### config.mk
export PLATFORM = sky130hd
export DESIGN_NAME = tcdm_bank_arbiter
export DESIGN_NICKNAME = d
export VERILOG_FILES = /design/src/rtl/tcdm_bank_arbiter.sv
export SDC_FILE = /design/constraint.sdc
export NUM_CORES = 1
export LEC_CHECK = 0
export CAP_MARGIN = 20
export CELL_PAD_IN_SITES_DETAIL_PLACEMENT = 1
export CELL_PAD_IN_SITES_GLOBAL_PLACEMENT = 1
export CORE_MARGIN = 1
export CORE_UTILIZATION = 18
export DETAILED_ROUTE_END_ITERATION = 10
export GPL_ROUTABILITY_DRIVEN = 0
export PLACE_DENSITY = 0.87
export SKIP_CTS_REPAIR_TIMING = 1
export SYNTH_ARGS = -nofsm -noshare
export SYNTH_HDL_FRONTEND = slang
export SYNTH_SLANG_ARGS = --single-unit
### constraint.sdc
create_clock -name clk_i -period 2.4 [get_ports clk_i]
set_input_delay 0.36 -clock clk_i [delete_from_list [all_inputs] [get_ports clk_i]]
set_output_delay 0.36 -clock clk_i [all_outputs]
set_load 0.05 [all_outputs]
### src/rtl/tcdm_bank_arbiter.sv
// Round-robin arbiter in front of one TCDM bank, with a fixed-latency response-routing pipeline.
// Optional macro TCDM_ARB_PRIO_EN adds ini_prio_i; priority requesters beat normal ones.
module tcdm_bank_arbiter #(
  parameter int unsigned NbIni     = 4,
  parameter int unsigned DataWidth = 32,
  parameter int unsigned AddrWidth = 32,
  parameter int unsigned BeWidth   = DataWidth / 8,
  parameter int unsigned IdWidth   = 1,
  parameter int unsigned Latency   = 1
) (
  input  logic                               clk_i,
  input  logic                               rst_ni,
  input  logic [NbIni-1:0]                   ini_req_i,
  output logic [NbIni-1:0]                   ini_gnt_o,
  input  logic [NbIni-1:0][AddrWidth-1:0]    ini_add_i,
  input  logic [NbIni-1:0]                   ini_wen_i,
  input  logic [NbIni-1:0][DataWidth-1:0]    ini_data_i,
  input  logic [NbIni-1:0][BeWidth-1:0]      ini_be_i,
  input  logic [NbIni-1:0][IdWidth-1:0]      ini_id_i,
`ifdef TCDM_ARB_PRIO_EN
  input  logic [NbIni-1:0]                   ini_prio_i,
`endif
  output logic [NbIni-1:0]                   ini_r_valid_o,
  output logic [DataWidth-1:0]               ini_r_data_o,
  output logic [IdWidth-1:0]                 ini_r_id_o,
  output logic                               bank_req_o,
  input  logic                               bank_gnt_i,
  output logic [AddrWidth-1:0]               bank_add_o,
  output logic                               bank_wen_o,
  output logic [DataWidth-1:0]               bank_data_o,
  output logic [BeWidth-1:0]                 bank_be_o,
  output logic [IdWidth-1:0]                 bank_id_o,
  input  logic [DataWidth-1:0]               bank_r_data_i,
  input  logic [IdWidth-1:0]                 bank_r_id_i
);

  localparam int unsigned IdxW = (NbIni > 1) ? $clog2(NbIni) : 1;

  logic [IdxW-1:0]              rr_q;
  logic [IdxW-1:0]              winner;
  logic [NbIni-1:0]             eligible;
  logic                         found;
  int unsigned                  scan_idx;
  logic                         handshake;
  logic [Latency-1:0]           pipe_vld_q;
  logic [Latency-1:0][IdxW-1:0] pipe_idx_q;

`ifdef TCDM_ARB_PRIO_EN
  // Only the high-priority class competes when any of its members is requesting.
  always_comb begin
    eligible = ini_req_i;
    if (|(ini_req_i & ini_prio_i)) eligible = ini_req_i & ini_prio_i;
  end
`else
  assign eligible = ini_req_i;
`endif

  always_comb begin
    winner   = '0;
    found    = 1'b0;
    scan_idx = 0;
    for (int unsigned k = 0; k < NbIni; k++) begin
      scan_idx = (32'(rr_q) + k) % NbIni;
      if (!found && eligible[IdxW'(scan_idx)]) begin
        winner = IdxW'(scan_idx);
        found  = 1'b1;
      end
    end
  end

  assign bank_req_o  = |ini_req_i;
  assign handshake   = bank_req_o & bank_gnt_i;
  assign bank_add_o  = ini_add_i[winner];
  assign bank_wen_o  = ini_wen_i[winner];
  assign bank_data_o = ini_data_i[winner];
  assign bank_be_o   = ini_be_i[winner];
  assign bank_id_o   = ini_id_i[winner];

  always_comb begin
    ini_gnt_o         = '0;
    ini_gnt_o[winner] = handshake;
  end

  always_ff @(posedge clk_i or negedge rst_ni) begin
    if (!rst_ni) begin
      rr_q       <= '0;
      pipe_vld_q <= '0;
      pipe_idx_q <= '0;
    end else begin
      if (handshake) rr_q <= (winner == IdxW'(NbIni - 1)) ? '0 : winner + 1'b1;
      pipe_vld_q[0] <= handshake;
      pipe_idx_q[0] <= winner;
      for (int unsigned i = 1; i < Latency; i++) begin
        pipe_vld_q[i] <= pipe_vld_q[i-1];
        pipe_idx_q[i] <= pipe_idx_q[i-1];
      end
    end
  end

  always_comb begin
    ini_r_valid_o = '0;
    if (pipe_vld_q[Latency-1]) ini_r_valid_o[pipe_idx_q[Latency-1]] = 1'b1;
  end

  assign ini_r_data_o = bank_r_data_i;
  assign ini_r_id_o   = bank_r_id_i;

endmodule

* Word level (Yosys, flattened, before mapping)
Index checks and enable logic that the tools add are counted.
W data, S select, Z words.
** Word-level totals
- Bits of input ports :: 320
- Logic and storage cells :: 58
- Output and inout port bits :: 112
- Register bits after elaboration :: 5
** Operators by class
- Reductions and logical operators :: 9
- Bitwise operators :: 2
- Add/sub/neg operators :: 4
- Order comparisons :: 8
- Mux-type cells :: 31
- Equal/unequal tests :: 1
** Operators by type and width (count)
- $bmux W32 S2 :: 2
- $mux W32 :: 2
- $lt A2 B3 Y1 const B :: 6
- $bmux W1 S2 :: 6
- $mux W1 :: 11
- $mux W2 :: 5
- $bmux W4 S2 :: 1
- $mux W4 :: 2
- $logic_and A1 B1 Y1 :: 5
- $add A2 B1 Y2 const B :: 2
- $add A2 B2 Y2 const B :: 2
- $and A4 B4 Y4 :: 1
- $demux W1 S2 :: 2
- $ge A2 B1 Y1 const B :: 2
- $reduce_or A4 Y1 :: 1
- $logic_not A1 Y1 :: 3
- $eq A2 B2 Y1 const B :: 1
- $and A1 B1 Y1 :: 1

* Logic depth before layout (Yosys ltp)
- Depth in word-level cells :: 17
- Gate-level depth with buffers :: 9
- Mapped depth without buffers :: 6

* Worst setup path after synthesis
No wires, ideal clock.
- Kind :: input-to-output
- Start point :: input ini_req_i[2]
- End point :: output ini_gnt_o[0]
- Data arrival time :: 2552 ps
- Stages on the path :: 8
- Buffers on the path :: 3
- Slack :: -512 ps
- Data required time :: 2040 ps
- Path through :: nor2b_1 > clkbuf_1 > a211o_1 > clkbuf_1 > nand2_1 > inv_2 > clkbuf_1 > nor3_1
** Between the ends
- Cells in the longest elaborated chain, start to end :: 17
- Elaborated cells on any way between the ends :: 29
- Classes of those cells :: order compare: 2; mux: 17; bitwise: 2; reduce/logical: 8
** Ends and longest elaborated chain
- from (decl) :: line 13 : input logic [NbIni-1:0] ini_req_i,
- $bmux W1 S2 :: line 64 : if (!found && eligible[IdxW'(scan_idx)]) begin
- $mux W1 (not written as such) :: line 64
- $mux W1 :: line 64
- $logic_not A1 Y1 :: line 64
- $logic_and A1 B1 Y1 :: line 64
- $mux W1 :: line 64
- $logic_not A1 Y1 :: line 64
- $logic_and A1 B1 Y1 :: line 64
- (+2 left out)
- $logic_and A1 B1 Y1 :: line 64
- $mux W2 * :: line 64
- named net winner[1] :: line 40 : logic [IdxW-1:0] winner;
- $lt A2 B3 Y1 (not written as such) or $ge A2 B1 Y1 (tied branches) :: line 81 : ini_gnt_o[winner] = handshake;
- $logic_and A1 B1 Y1 (not written as such) :: line 81
- $mux W1 (not written as such) :: line 81
- $demux W1 S2 * :: line 81
- $and A4 B4 Y4 (no line) *
- to (decl) :: line 14 : output logic [NbIni-1:0] ini_gnt_o,
The timed path passes the listed nets; every way through them passes the cells marked *. The select of a mux whose other input is x is not followed.

* Worst setup path after layout
- Start point :: register rr_q[1]
- End point :: output bank_add_o[1]
** Between the ends
- Cells in the longest elaborated chain, start to end :: 14
- Elaborated cells on any way between the ends :: 26
- Classes of those cells :: add/sub: 3; mux: 17; reduce/logical: 6
** Ends and longest elaborated chain
- from (decl) :: line 39 : logic [IdxW-1:0] rr_q;
- from (signal assigned) :: line 90 : if (handshake) rr_q <= (winner == IdxW'(NbIni - 1)) ? '0 : winner + 1'b1;
- branches (longest 11 deep; another with $add A2 B1 Y2)
- $mux W2 * :: line 64
- $bmux W32 S2 * :: line 73 : assign bank_add_o = ini_add_i[winner];
- $mux W32 (not written as such) * :: line 73
- to (decl) :: line 28 : output logic [AddrWidth-1:0] bank_add_o,
Every way passes the cells marked *. The select of a mux whose other input is x is not followed.

==> impl_metrics.env <==
export IMPL_grt_util_met3=0.0352
export IMPL_setup_viol=74
export IMPL_slew_headroom=0.597
export IMPL_failed_checks="setup timing"
export IMPL_synth_seq_area_share=0.0254
export IMPL_drc=0
export IMPL_yosysMostFrequentCell="nand3_1"
export IMPL_fin_nets=1446
export IMPL_drt_pass1_iterations=4
export IMPL_ios=432
export IMPL_yosysWarnings=0
export IMPL_critical_path_class="reg -> out"
export IMPL_leakagePower_uw=0.00424
export IMPL_post_route_period_util=1.12
export IMPL_hold_viol=0
export IMPL_grt_pass1_wl_um=45000
export IMPL_reg2reg_to="rr_q[1]$_DFFE_PN0P_"
export IMPL_reg2reg_from="rr_q[1]$_DFFE_PN0P_"
export IMPL_hpwl_um=22900
export IMPL_synth_edf_count=0
export IMPL_vias_per_cell=5.62
export IMPL_worstPathMaxFanout=10
export IMPL_cap_violations=0
export IMPL_cts_made_buffers=3
export IMPL_post_place_ws_ps=-613
export IMPL_busiest_layer="met2"
export IMPL_clk_path_buf_depth=2
export IMPL_die_area_mm2=0.0281
export IMPL_worstPathCellList="or4_4, buf_12, buf_16, a21bo_4, a32oi_4, buf_6"
export IMPL_async_flop_share=1.00
export IMPL_yosysTopAreaCellShare=0.142
export IMPL_synth_common_cells="nand3_1, clkbuf_1, nand2_1, nor3b_1"
export IMPL_synthTopCellsByArea="nand3_1, a221oi_1, a32oi_1"
export IMPL_min_period_ps=2680
export IMPL_p_total_uw=14600
export IMPL_power_frac_comb=0.970
export IMPL_ys_flop_type="dfrtp_1"
export IMPL_ys_ff_latch=5
export IMPL_fin_area_mm2=0.0118
export IMPL_ant_nets=0
export IMPL_overflow=0
export IMPL_ys_types=28
export IMPL_p_int_uw=6680
export IMPL_core_area_mm2=0.0270
export IMPL_synth_avg_cell_area_um2=6.54
export IMPL_routedWlPerCell_um=22.9
export IMPL_final_core_utilization=0.436
export IMPL_cts_tree="yes"
export IMPL_ir_worst_vdd_uv=731
export IMPL_dpl_cell_area_mm2=0.0110
export IMPL_die_w_um=168
export IMPL_hp_class="in -> async"
export IMPL_startpoint_type="flip-flop"
export IMPL_wirelength_um=33500
export IMPL_area_delta_synth_final_pct=138
export IMPL_crit_arrival_ps=2320
export IMPL_endpoint_kind="output pin"
export IMPL_skew_ps=0.0405
export IMPL_start_util=0.183
export IMPL_synthCells=755
export IMPL_io_buffers=365
export IMPL_slowest_stage="or4_4"
export IMPL_p_switching_uw=7920
export IMPL_required_ps=2040
export IMPL_root_buffer="clkbuf_16"
export IMPL_maxSlewViolCount=0
export IMPL_r2r_slack_ps=290
export IMPL_p_clk_frac=0.019
export IMPL_clk_latency_ps=220
export IMPL_vias=8232
export IMPL_grt_max_degree=82
export IMPL_antenna_found_initial=2
export IMPL_rsz0062_at_grt="yes"
export IMPL_power_per_cell_area_mw_per_mm2=1240
export IMPL_grt_pass1_vias=8295
export IMPL_p_sw_frac=0.543
export IMPL_rows=60
export IMPL_critical_path_max_stage_delay_ps=560
export IMPL_cts_htree_levels=1
export IMPL_synth_nets=1076
export IMPL_worst_slew_pin_slew_ps=604
export IMPL_power_frac_seq=0.012
export IMPL_clk_pin_slew_ps=30
export IMPL_cts_sinks=5
export IMPL_clock_fmax_mhz=373
export IMPL_r2r_cells=6
export IMPL_grt_use_total=0.197
export IMPL_grtUsageMet1=0.221
export IMPL_fin_setup_tns_ps=-16810
export IMPL_status="finished, violations left"
export IMPL_synth_cell_area_mm2=0.00493
export IMPL_setup_slack_ps=-279
export IMPL_grtUsageMet2=0.366
export IMPL_drt_iter0_markers=531
export IMPL_die_height_um=168
export IMPL_drive_above_1_share=0.334
export IMPL_yosys_area_top_type="nand3_1"
## layout by cell type (no fill, tap or decap), types with 7 or more instances in the layout
| master | n |
|---|---|
| a21bo_4 | 11 |
| a21bo_1 | 32 |
| nor3b_1 | 71 |
| buf_12 | 37 |
| clkbuf_16 | 9 |
| a32oi_4 | 70 |
| buf_6 | 58 |
| nand3_1 | 133 |
| nor4_1 | 69 |
| clkdlybuf4s50_1 | 285 |
| a21bo_2 | 27 |
| a221oi_1 | 66 |
| buf_4 | 126 |
| nand3_2 | 7 |
| nand2_1 | 76 |
## cell type report
type	count	area [um^2]
repair buffers	523	5540
inverters	3	16.3
diodes	1	2.50
well taps	341	427
flip-flops and latches	5	130
fillers	3046	15200
multi-input cells	589	5560
clock buffers	4	78.8
## per-layer routing
metal / share of wire / wire, um / vias up
li1: - / - / 3729
met4: 0.045 / 1520 / 2
met3: 0.054 / 1790 / 104
met2: 0.52 / 17500 / 342
met5: 0.00042 / 14 / -
met1: 0.38 / 12700 / 4055
## worst max-delay path, delay by kind of cell, from the launching register on
| kind | cells | cell delay (ps) |
|---|---|---|
| AND/OR/NAND/NOR | 1 | 560 |
| buffers and inverters | 3 | 530 |
| flip-flops | 1 | 490 |
| AO/OA/AOI/OAI | 2 | 490 |
## power groups by stage
stage	Combinational (uW)	Sequential, uW	Clock, uW
after floorplan	8430	134	0
after global placement	12800	169	0
after detailed placement	13100	170	0
after CTS	13100	169	276
after global routing	14800	178	279
final	14200	171	270
## metrics by stage
| stage | hold WS (ps) | instances |
|---|---|---|
| after floorplan | 64.4 | 755 |
| after global placement | 560 | 1446 |
| after detailed placement | 595 | 1446 |
| after CTS | 381 | 1450 |
| after global routing | 391 | 1466 |
| final | 367 | 1466 |
## flip-flops by register name, indices dropped and copies added (netlist names)
name / flops
pipe_vld_q: 1
rr_q: 2
pipe_idx_q: 2
## how the worst max path moves through the flow
stage | from | end | slack [ps] | cells past startpoint
after global routing | rr_q[1]$_DFFE_PN0P_ | bank_add_o[18] | -300 | 6
final | rr_q[1]$_DFFE_PN0P_ | bank_add_o[1] | -280 | 6
after detailed placement | ini_req_i[3] | bank_add_o[14] | -610 | 8
after floorplan | ini_req_i[2] | bank_add_o[23] | -100 | 8
after global placement | ini_req_i[0] | bank_add_o[14] | -570 | 8
after CTS | ini_req_i[3] | bank_add_o[14] | -620 | 8
## cell families (layout without fill, tap and decap cells)
kind of cell,Yosys count,in the layout,synth area share
flip-flops,5,5,0.0254
AND/OR/NAND/NOR,374,374,0.417
other,0,1,0
adder cells (fa/ha/maj),1,1,0.00254
AO/OA/AOI/OAI,213,213,0.395
buffers and inverters,161,530,0.157
multiplexers,1,1,0.00228
Note: power is estimated with default switching activity, not from simulation.
